$ cat src/rtl/nibble_serial_adder.sv
// ---------------------------------------------------------------------------
// nibble_serial_adder
//   Adds two WIDTH-bit operands (WIDTH = 4*NIBBLES) by streaming them one
//   nibble per cycle through a single ripple_carry_adder_4_bit instance. The
//   carry between nibbles is held in a register. Both sides use a valid/ready
//   handshake.
//
//   Optional feature macro: SUBTRACT_EN
//     Defined   -> adds input `sub`; when sub=1 the block computes a - b
//                  (effective B = ~b, carry into nibble 0 forced to 1,
//                  carry_in ignored). carry_out=1 means "no borrow".
//     Undefined -> always a + b + carry_in.
//
//   Ports
//     clk        in   1      rising-edge clock
//     reset      in   1      asynchronous, active-high reset
//     in_valid   in   1      operands / carry_in valid
//     in_ready   out  1      block can accept operands (registered)
//     a, b       in   WIDTH  operands
//     carry_in   in   1      carry into nibble 0
//     sub        in   1      subtract select (SUBTRACT_EN only)
//     out_valid  out  1      result valid (registered)
//     out_ready  in   1      consumer accepts result
//     sum        out  WIDTH  result, modulo 2^WIDTH
//     carry_out  out  1      carry out of the top nibble
//     overflow   out  1      two's-complement overflow of the add
//
//   Timing: out_valid rises NIBBLES cycles after the accepting edge; the
//   result holds until out_ready, then the block returns to IDLE.
// ---------------------------------------------------------------------------

// 4-bit ripple-carry adder: the only arithmetic element in the datapath.
module ripple_carry_adder_4_bit (
  input  logic [3:0] a,
  input  logic [3:0] b,
  input  logic       carry_in,
  output logic [3:0] out,
  output logic       carry_out
);

  logic [4:0] carry_s;

  assign carry_s[0] = carry_in;

  for (genvar i = 0; i < 4; i++) begin : g_fa
    assign out[i]       = a[i] ^ b[i] ^ carry_s[i];
    assign carry_s[i+1] = (a[i] & b[i]) | (carry_s[i] & (a[i] ^ b[i]));
  end

  assign carry_out = carry_s[4];

endmodule

module nibble_serial_adder #(
  parameter int NIBBLES = 4
) (
  input  logic                 clk,
  input  logic                 reset,
  input  logic                 in_valid,
  output logic                 in_ready,
  input  logic [4*NIBBLES-1:0] a,
  input  logic [4*NIBBLES-1:0] b,
  input  logic                 carry_in,
`ifdef SUBTRACT_EN
  input  logic                 sub,
`endif
  output logic                 out_valid,
  input  logic                 out_ready,
  output logic [4*NIBBLES-1:0] sum,
  output logic                 carry_out,
  output logic                 overflow
);

  localparam int WIDTH = 4 * NIBBLES;
  localparam int IDX_W = (NIBBLES > 1) ? $clog2(NIBBLES) : 1;

  typedef enum logic [1:0] {
    S_IDLE = 2'd0,
    S_RUN  = 2'd1,
    S_DONE = 2'd2
  } state_t;

  state_t             state_q;
  logic [WIDTH-1:0]   a_q;
  logic [WIDTH-1:0]   b_q;          // effective B (already inverted for subtract)
  logic               carry_q;      // carry between nibbles
  logic [IDX_W-1:0]   idx_q;
  logic [WIDTH-1:0]   sum_q;
  logic               carry_out_q;
  logic               overflow_q;
  logic               in_ready_q;
  logic               out_valid_q;

  logic [WIDTH-1:0]   b_eff_s;
  logic               cin_eff_s;
  logic [3:0]         nib_a_s;
  logic [3:0]         nib_b_s;
  logic [3:0]         nib_sum_d;
  logic               nib_carry_d;
  logic               last_nibble_s;
  logic               overflow_d;

  // Effective operand B and initial carry, selected before they are latched.
  always_comb begin
    b_eff_s   = b;
    cin_eff_s = carry_in;
`ifdef SUBTRACT_EN
    if (sub) begin
      b_eff_s   = ~b;
      cin_eff_s = 1'b1;
    end else begin
      b_eff_s   = b;
      cin_eff_s = carry_in;
    end
`endif
  end

  // Slice the current nibble of each stored operand for the adder.
  always_comb begin
    nib_a_s       = a_q[4*idx_q +: 4];
    nib_b_s       = b_q[4*idx_q +: 4];
    last_nibble_s = (idx_q == IDX_W'(NIBBLES - 1));
    // Overflow uses the effective B; nib_sum_d[3] is the result MSB on the last nibble.
    overflow_d    = (a_q[WIDTH-1] == b_q[WIDTH-1]) & (nib_sum_d[3] != a_q[WIDTH-1]);
  end

  ripple_carry_adder_4_bit u_rca (
    .a         (nib_a_s),
    .b         (nib_b_s),
    .carry_in  (carry_q),
    .out       (nib_sum_d),
    .carry_out (nib_carry_d)
  );

  // Control FSM and datapath registers, all outputs registered.
  always_ff @(posedge clk or posedge reset) begin
    if (reset) begin
      state_q     <= S_IDLE;
      a_q         <= {WIDTH{1'b0}};
      b_q         <= {WIDTH{1'b0}};
      carry_q     <= 1'b0;
      idx_q       <= {IDX_W{1'b0}};
      sum_q       <= {WIDTH{1'b0}};
      carry_out_q <= 1'b0;
      overflow_q  <= 1'b0;
      in_ready_q  <= 1'b1;
      out_valid_q <= 1'b0;
    end else begin
      case (state_q)
        S_IDLE: begin
          if (in_valid && in_ready_q) begin
            a_q        <= a;
            b_q        <= b_eff_s;
            carry_q    <= cin_eff_s;
            idx_q      <= {IDX_W{1'b0}};
            sum_q      <= {WIDTH{1'b0}};
            in_ready_q <= 1'b0;
            state_q    <= S_RUN;
          end else begin
            in_ready_q  <= 1'b1;
            out_valid_q <= 1'b0;
          end
        end
        S_RUN: begin
          sum_q[4*idx_q +: 4] <= nib_sum_d;
          carry_q             <= nib_carry_d;
          idx_q               <= idx_q + IDX_W'(1);
          if (last_nibble_s) begin
            carry_out_q <= nib_carry_d;
            overflow_q  <= overflow_d;
            out_valid_q <= 1'b1;
            state_q     <= S_DONE;
          end else begin
            state_q     <= S_RUN;
          end
        end
        S_DONE: begin
          // Return to IDLE only; a new operand is never accepted on this edge.
          if (out_ready) begin
            out_valid_q <= 1'b0;
            in_ready_q  <= 1'b1;
            state_q     <= S_IDLE;
          end else begin
            out_valid_q <= 1'b1;
            in_ready_q  <= 1'b0;
            state_q     <= S_DONE;
          end
        end
        default: begin
          state_q     <= S_IDLE;
          in_ready_q  <= 1'b1;
          out_valid_q <= 1'b0;
        end
      endcase
    end
  end

  assign in_ready  = in_ready_q;
  assign out_valid = out_valid_q;
  assign sum       = sum_q;
  assign carry_out = carry_out_q;
  assign overflow  = overflow_q;

endmodule
$ cat config.mk
export PLATFORM = sky130hd
export DESIGN_NAME = nibble_serial_adder
export DESIGN_NICKNAME = d
export VERILOG_FILES = /design/src/rtl/nibble_serial_adder.sv
export SDC_FILE = /design/constraint.sdc
export NUM_CORES = 1
export LEC_CHECK = 0
export ABC_AREA = 1
export BUFFER_PORTS_ARGS = -buffer_cell sky130_fd_sc_hd__buf_2
export CAP_MARGIN = 20
export CORE_MARGIN = 5
export CORE_UTILIZATION = 25
export CTS_CLUSTER_DIAMETER = 60
export CTS_CLUSTER_SIZE = 16
export DETAILED_ROUTE_END_ITERATION = 8
export PLACE_DENSITY = 0.5
export SLEW_MARGIN = 40
export SYNTH_ARGS = -nofsm -noshare
export SYNTH_HDL_FRONTEND = slang
export SYNTH_SLANG_ARGS = --single-unit
$ cat constraint.sdc
create_clock -name clk -period 6.04 [get_ports clk]
set_clock_uncertainty 0.15 [all_clocks]
set_input_delay 0.302 -clock clk [delete_from_list [all_inputs] [get_ports clk]]
set_output_delay 0.302 -clock clk [all_outputs]
set_load 0.03 [all_outputs]
After elaboration in Yosys (flattened, before gate mapping). Index checks and enable logic that the tools add are counted.

Output and inout port bits: 20. Logic and storage cells: 70. Register bits: 57.

Eq/ne operators: 8. Add/sub/neg operators: 2. Mux-type cells: 18. Bitwise logic cells: 21. Shift operators: 4. Reduce and logical (&&, ||, !) cells: 7.

Operator list (count): $neg 4->34 (1); $shift 4x34->16 const A (1); $shiftx 4x34->16 (1); $pmux 16 s2 (1); $shiftx 16x5->4 (2); $bwmux 16 (1); $mux 16 (1); $and 1x1->1 (9); $mux 2 (4); $reduce_and 2->1 (4); $xor 1x1->1 (8); $mux 1 (6); $ne 2x2->1 const B (3); $pmux 1 s3 (2); $pmux 2 s3 (1); $eq 2x2->1 const B (2); $or 1x1->1 (4); $pmux 2 s2 (1); $add 2x1->2 const B (1); $eq 2x1->1 const B (1); $logic_not 2->1 (1); $pmux 1 s2 (1); $reduce_bool 2->1 (1); $eq 1x1->1 (1); 2 further kinds (2).

Logic depth before layout (Yosys ltp).
Depth after elaboration: 12. Gate-level depth with buffers: 17. Gate-level depth less buffers: 16.

By module. From an unflattened synthesis, not the netlist that was laid out.

Cells, all modules: 385. Area total of the unflattened synthesis: 3042.9 um^2.

By module, submodules not included: nibble_serial_adder (instances 1, area each 2925.3 um^2, seq. area each 1427.6 um^2, cells each 371); ripple_carry_adder_4_bit (instances 1, area each 117.6 um^2, seq. area each 0.0 um^2, cells each 14).

Worst setup path after synthesis. Ideal clock, no wire load.

Kind: register -> register. Start point: register idx_q[0]. End point: register overflow_q (netlist: overflow). Data required time: 5.825 ns. Stages on the path, launching flop included: 18. Path buffers: 1. Slack: 3.092 ns. Arrival: 2.733 ns. Cells stage by stage: dfrtp_1 > inv_2 > buf_2 > nand2_1 > nand3_1 > nand2_1 > fa_1 > inv_1 > fa_1 > inv_1 > fa_1 > inv_1 > fa_1 > inv_1 > nand3_1 > o21ai_0 > nand2_1 > nand2_1.

Word-level cells in the longest chain between the ends: 11. Elaborated cells between the ends (all ways): 20. Those cells by class: eq/ne: 2; shift: 2; bitwise: 15; reduce/logical: 1.

RTL lines: from (decl) (RTL line 87) `logic [IDX_W-1:0] idx_q;`; from (signal assigned) (RTL line 142) `idx_q <= {IDX_W{1'b0}};`; from (signal assigned) (RTL line 155) `idx_q <= {IDX_W{1'b0}};`; from (signal assigned) (RTL line 167) `idx_q <= idx_q + IDX_W'(1);`; $shiftx 16x5->4, on equally long branches (RTL line 120, 121); $xor 1x1->1 (RTL line 47) `assign carry_s[i+1] = (a[i] & b[i]) | (carry_s[i] & (a[i] ^ b[i]));`; $and 1x1->1 (RTL line 47); $or 1x1->1 (RTL line 47); $and 1x1->1 (RTL line 47); $or 1x1->1 (RTL line 47); $and 1x1->1 (RTL line 47); $or 1x1->1 (RTL line 47); $xor 1x1->1 (RTL line 46) `assign out[i] = a[i] ^ b[i] ^ carry_s[i];`; $ne 1x1->1 (RTL line 124) `overflow_d = (a_q[WIDTH-1] == b_q[WIDTH-1]) & (nib_sum_d[3] != a_q[WIDTH-1]);`; $and 1x1->1 (RTL line 124); to (signal assigned) (RTL line 170) `overflow_q <= overflow_d;`; to (decl) (RTL line 90) `logic overflow_q;`.

Several ways; a longest one is shown, not always the timed one. A chain may end at the register's enable or synchronous reset.

Worst setup path after layout. Ends and elaborated chain as after synthesis.

==> impl.org <==
** STA
- Setup violations remaining at the end of the flow were counted as 0.
- Worst rel slew slack :: 46.63%
- Crit share post-route :: 57.61%
- Hold_ws :: 30.27 ps
- After routing, the total negative slack on setup checks comes to 0 ps.
- Final Critical Period :: 3480 ps
- Final max-slew violation count :: 0
- Final hold violations :: 0
- Final setup margin :: 2560 ps
- Actual slew at the worst max-slew pin :: 800.5 ps
- Highest clock rate :: 287.4 MHz
- RSZ-0062 raised after global routing :: no

** Clock network
- Post-CTS repair changed the size of 0 cells.
- Clock transition at the register clock pins on the worst setup and hold paths after CTS :: 50 ps
- H-tree levels :: 3
- The number of hold buffers added after CTS was 0.
- Clock latency at the later pin of the worst-skew pair :: 330 ps
- TritonCTS clock tree :: built
- The clock drives 57 sinks.
- Count of buffers added by post-CTS timing repair for setup :: 0
- In this run the clock root is driven by a clkbuf_16.
- The clock passes through at most 2 buffers.
- TritonCTS buffer count :: 9

** Logic synthesis
- Fraction of registers with async set or reset after synthesis :: 100.0%
- Proportion of netlist area held by the largest area contributor :: 48.11%
- Syn Std Cell Area :: 0.002913 sq mm
- Synthesized Nets :: 425
- For this run, the number of Yosys warnings is 0.
- In this run, distinct cell masters in the synthesized netlist total 25.
- After synthesis, the cell types taking the most area are dfrtp_1 (48%), nand2_1 (17%), o21ai_0 (7.6%).
- The share of the Yosys chip area taken by registers is 49.01%.
- The average instance in the mapped netlist occupies 7.747 sq um.
- Top_reg_cell synth :: dfrtp_1
- Synthesis produced 376 cells.
- Register bit total from synthesis :: 57
- The synthesized design spends more area on one cell type than any other, namely dfrtp_1.
- Number of synthesized flops with an enable pin :: 0

** Power
- Maximum vdd ir drop :: 0.2208 mV
- Total power for the finished layout comes to 2.273 mW.
- For this design the static power due to leakage is 1.997 nW.
- Power spread over the standard cell area amounts to 624.5 mW/mm^2.

** Drt
- Routed via count divided by cell count :: 4.128
- Before antenna repair, the detailed router went through 4 iterations.
- Once detail routing completed, the nets flagged for antenna violations numbered 0.
- 1st-iter DRT viols :: 94
- Total via count after detailed routing :: 2,394
- The final layout contains routed wiring with a total length of 6.901 mm.
- After detailed routing, the average wire length per cell comes to 11.90 microns.
- After detailed routing, the number of remaining DRC violations is 0.

** Cells and area
- Antenna diode instance count :: 0
- Non-filler instance count after layout :: 580
- Fillers :: 1,265
- Final cell utilization of the core :: 31.88%
- Area Overhead vs Synth :: 24.96%
- Fraction of layout cells with a size suffix above 1 :: 19.91%
- Final cell area excluding filler cells :: 0.003640 sq mm
- The net count of the finished layout is 481.

** Setup path
- Type of destination of the critical path :: register
- The worst register-to-register path ends at overflow.
- Startpoint class of the critical path :: register
- Counting both buffers and inverters, the worst setup path holds a total of 5.
- The worst register-to-register path begins at idx_q[0].
- Slowest stage cell on the critical path :: dfrtp_1
- Tracing the worst setup path back leads to its startpoint at idx_q[0].
- For the worst setup path, the data arrival time is 3600 ps.
- Reg2reg setup slack :: 2560 ps
- Largest fanout on the critical path :: 25
- The signal on the critical path passes through inv_2 > nand2_1 > nand3_1 > nand2_1 > fa_1 > inv_1 > fa_1 > inv_1 > fa_1 > inv_1 > fa_1 > inv_1 > nand3_1 > o21ai_0 > nand2_1 > nand2_1.
- The critical path is of the reg -> reg type.
- Top cell family by delay on the critical path :: adder cells
- Worst endpoint required time :: 6160 ps
- Counting cells, the worst reg-to-reg path comes to 16.
- On the worst path, the slowest cell contributes a delay of 670 ps.

** Global routing
- Total overflow reported by the global router :: 0
- Global routing used 10.39% of the available tracks.
- The number of global-route vias before repair was 2,482.
- The first global-routing pass estimated 11.87 mm of wire.
- Entering global routing, the biggest net connects 67 pins.
- Number of antenna violations at the first check in global routing :: 0

** Place
- Counting tap cells, the placed design contains a total of 564 instances.
- The placed instances occupy a cell area of 0.003319 sq mm.
- Detailed placement HPWL :: 5.201 mm
- Port buffering added 56 buffers.
- Placer's final routability congestion estimate :: 0.8161
- Pre-CTS WS :: 2587 ps

** Outcome
- The run finished with clean final reports.

** Run
- Max-cap violations in this run came to 0.

** Die
- Total Die Area :: 0.01391 sq mm
- Initial Utilization :: 25.51%
- In this run the horizontal extent of the chip is 117.9 microns.
- The core region is 0.01142 sq mm.
- I/O pin total :: 57
- Number of cell rows :: 39
- Measured along the y axis, the die boundary spans 117.9 microns.

** Worst hold path
- The tightest min-delay check is of the in -> async type.
routing by layer:
metal	wire, microns	global-route usage (%)	vias to the layer above
met5	0	0	-
li1	-	-	1270
met4	55	2.366	0
met2	3148	16.27	63
met1	3358	13.72	1055
met3	338	3.796	6
state kept, by name (all words and copies together), names as in the netlist:
name / count
carry_q: 1
a_q: 16
in_ready: 1
b_q: 16
carry_out: 1
sum: 16
overflow: 1
idx_q: 2
state_q: 2
out_valid: 1
worst register-to-register path: stages (launching register included):
cell     delay (ps)
dfrtp_1         670
inv_2           410
nand2_1          90
nand3_1          80
nand2_1          80
fa_1            400
inv_1            80
fa_1            160
inv_1            50
fa_1            350
inv_1            70
fa_1            460
inv_1           120
nand3_1          70
o21ai_0          70
nand2_1          70
nand2_1          50
kinds of logic after synthesis:
logic type      count (synthesis)  synth area share [%]
fa+ha+maj                      12                 6.186
buf+inv                        67                 9.407
simple gates                  188                 26.25
flops                          57                 49.01
compound gates                 52                 9.149
cell usage after synthesis (2+ instances only):
| library cell | n |
|---|---|
| nand2_1 | 130 |
| o22ai_1 | 4 |
| o21ai_1 | 2 |
| ha_1 | 8 |
| fa_1 | 4 |
| inv_1 | 52 |
| inv_2 | 2 |
| dfrtp_1 | 56 |
| clkbuf_2 | 2 |
| nor2_2 | 5 |
| buf_2 | 7 |
| o21ai_0 | 44 |
| nand3_1 | 19 |
| nand2_2 | 3 |
| nor2_1 | 28 |
layout make-up:
cell class | count | area [sq um] | area share (%)
Sequential cell | 57 | 1428 | 39.22
Multi-Input combinational cell | 252 | 1219 | 33.48
Timing Repair Buffer | 57 | 287.8 | 7.906
Clock buffer | 9 | 225.2 | 6.188
Inverter | 55 | 206.4 | 5.672
Tap cell | 143 | 178.9 | 4.916
Clock inverter | 7 | 95.09 | 2.613
layout by cell type, fill, tap and decap left out, drive strengths merged:
cell	Yosys	final
a31oi	1	1
dfrtp	56	56
o22ai	4	4
nand2	133	133
clkinvlp	0	4
nor3	1	1
ha	8	8
or2	1	1
bufinv	0	2
a21oi	1	1
dfstp	1	1
nor2	33	33
inv	54	54
nand3	20	20
o21ai	46	46
clkinv	1	2
clkbuf	3	9
fa	4	4
buf	9	57
worst max-delay path by stage:
stage	slack [ps]	endpoint	depth (start not counted)
final	2560	overflow	16
after CTS	2570	sum[15]	15
after floorplan	3090	overflow	17
after detailed placement	2590	overflow	16
after global routing	2220	sum[7]	15
after global placement	2680	overflow	16
power breakdown:
part	internal (mW)	switching, mW
Sequential	0.547	0.133
Combinational	0.348	0.712
Clock	0.359	0.175
Note: power is estimated with default switching activity, not from simulation.
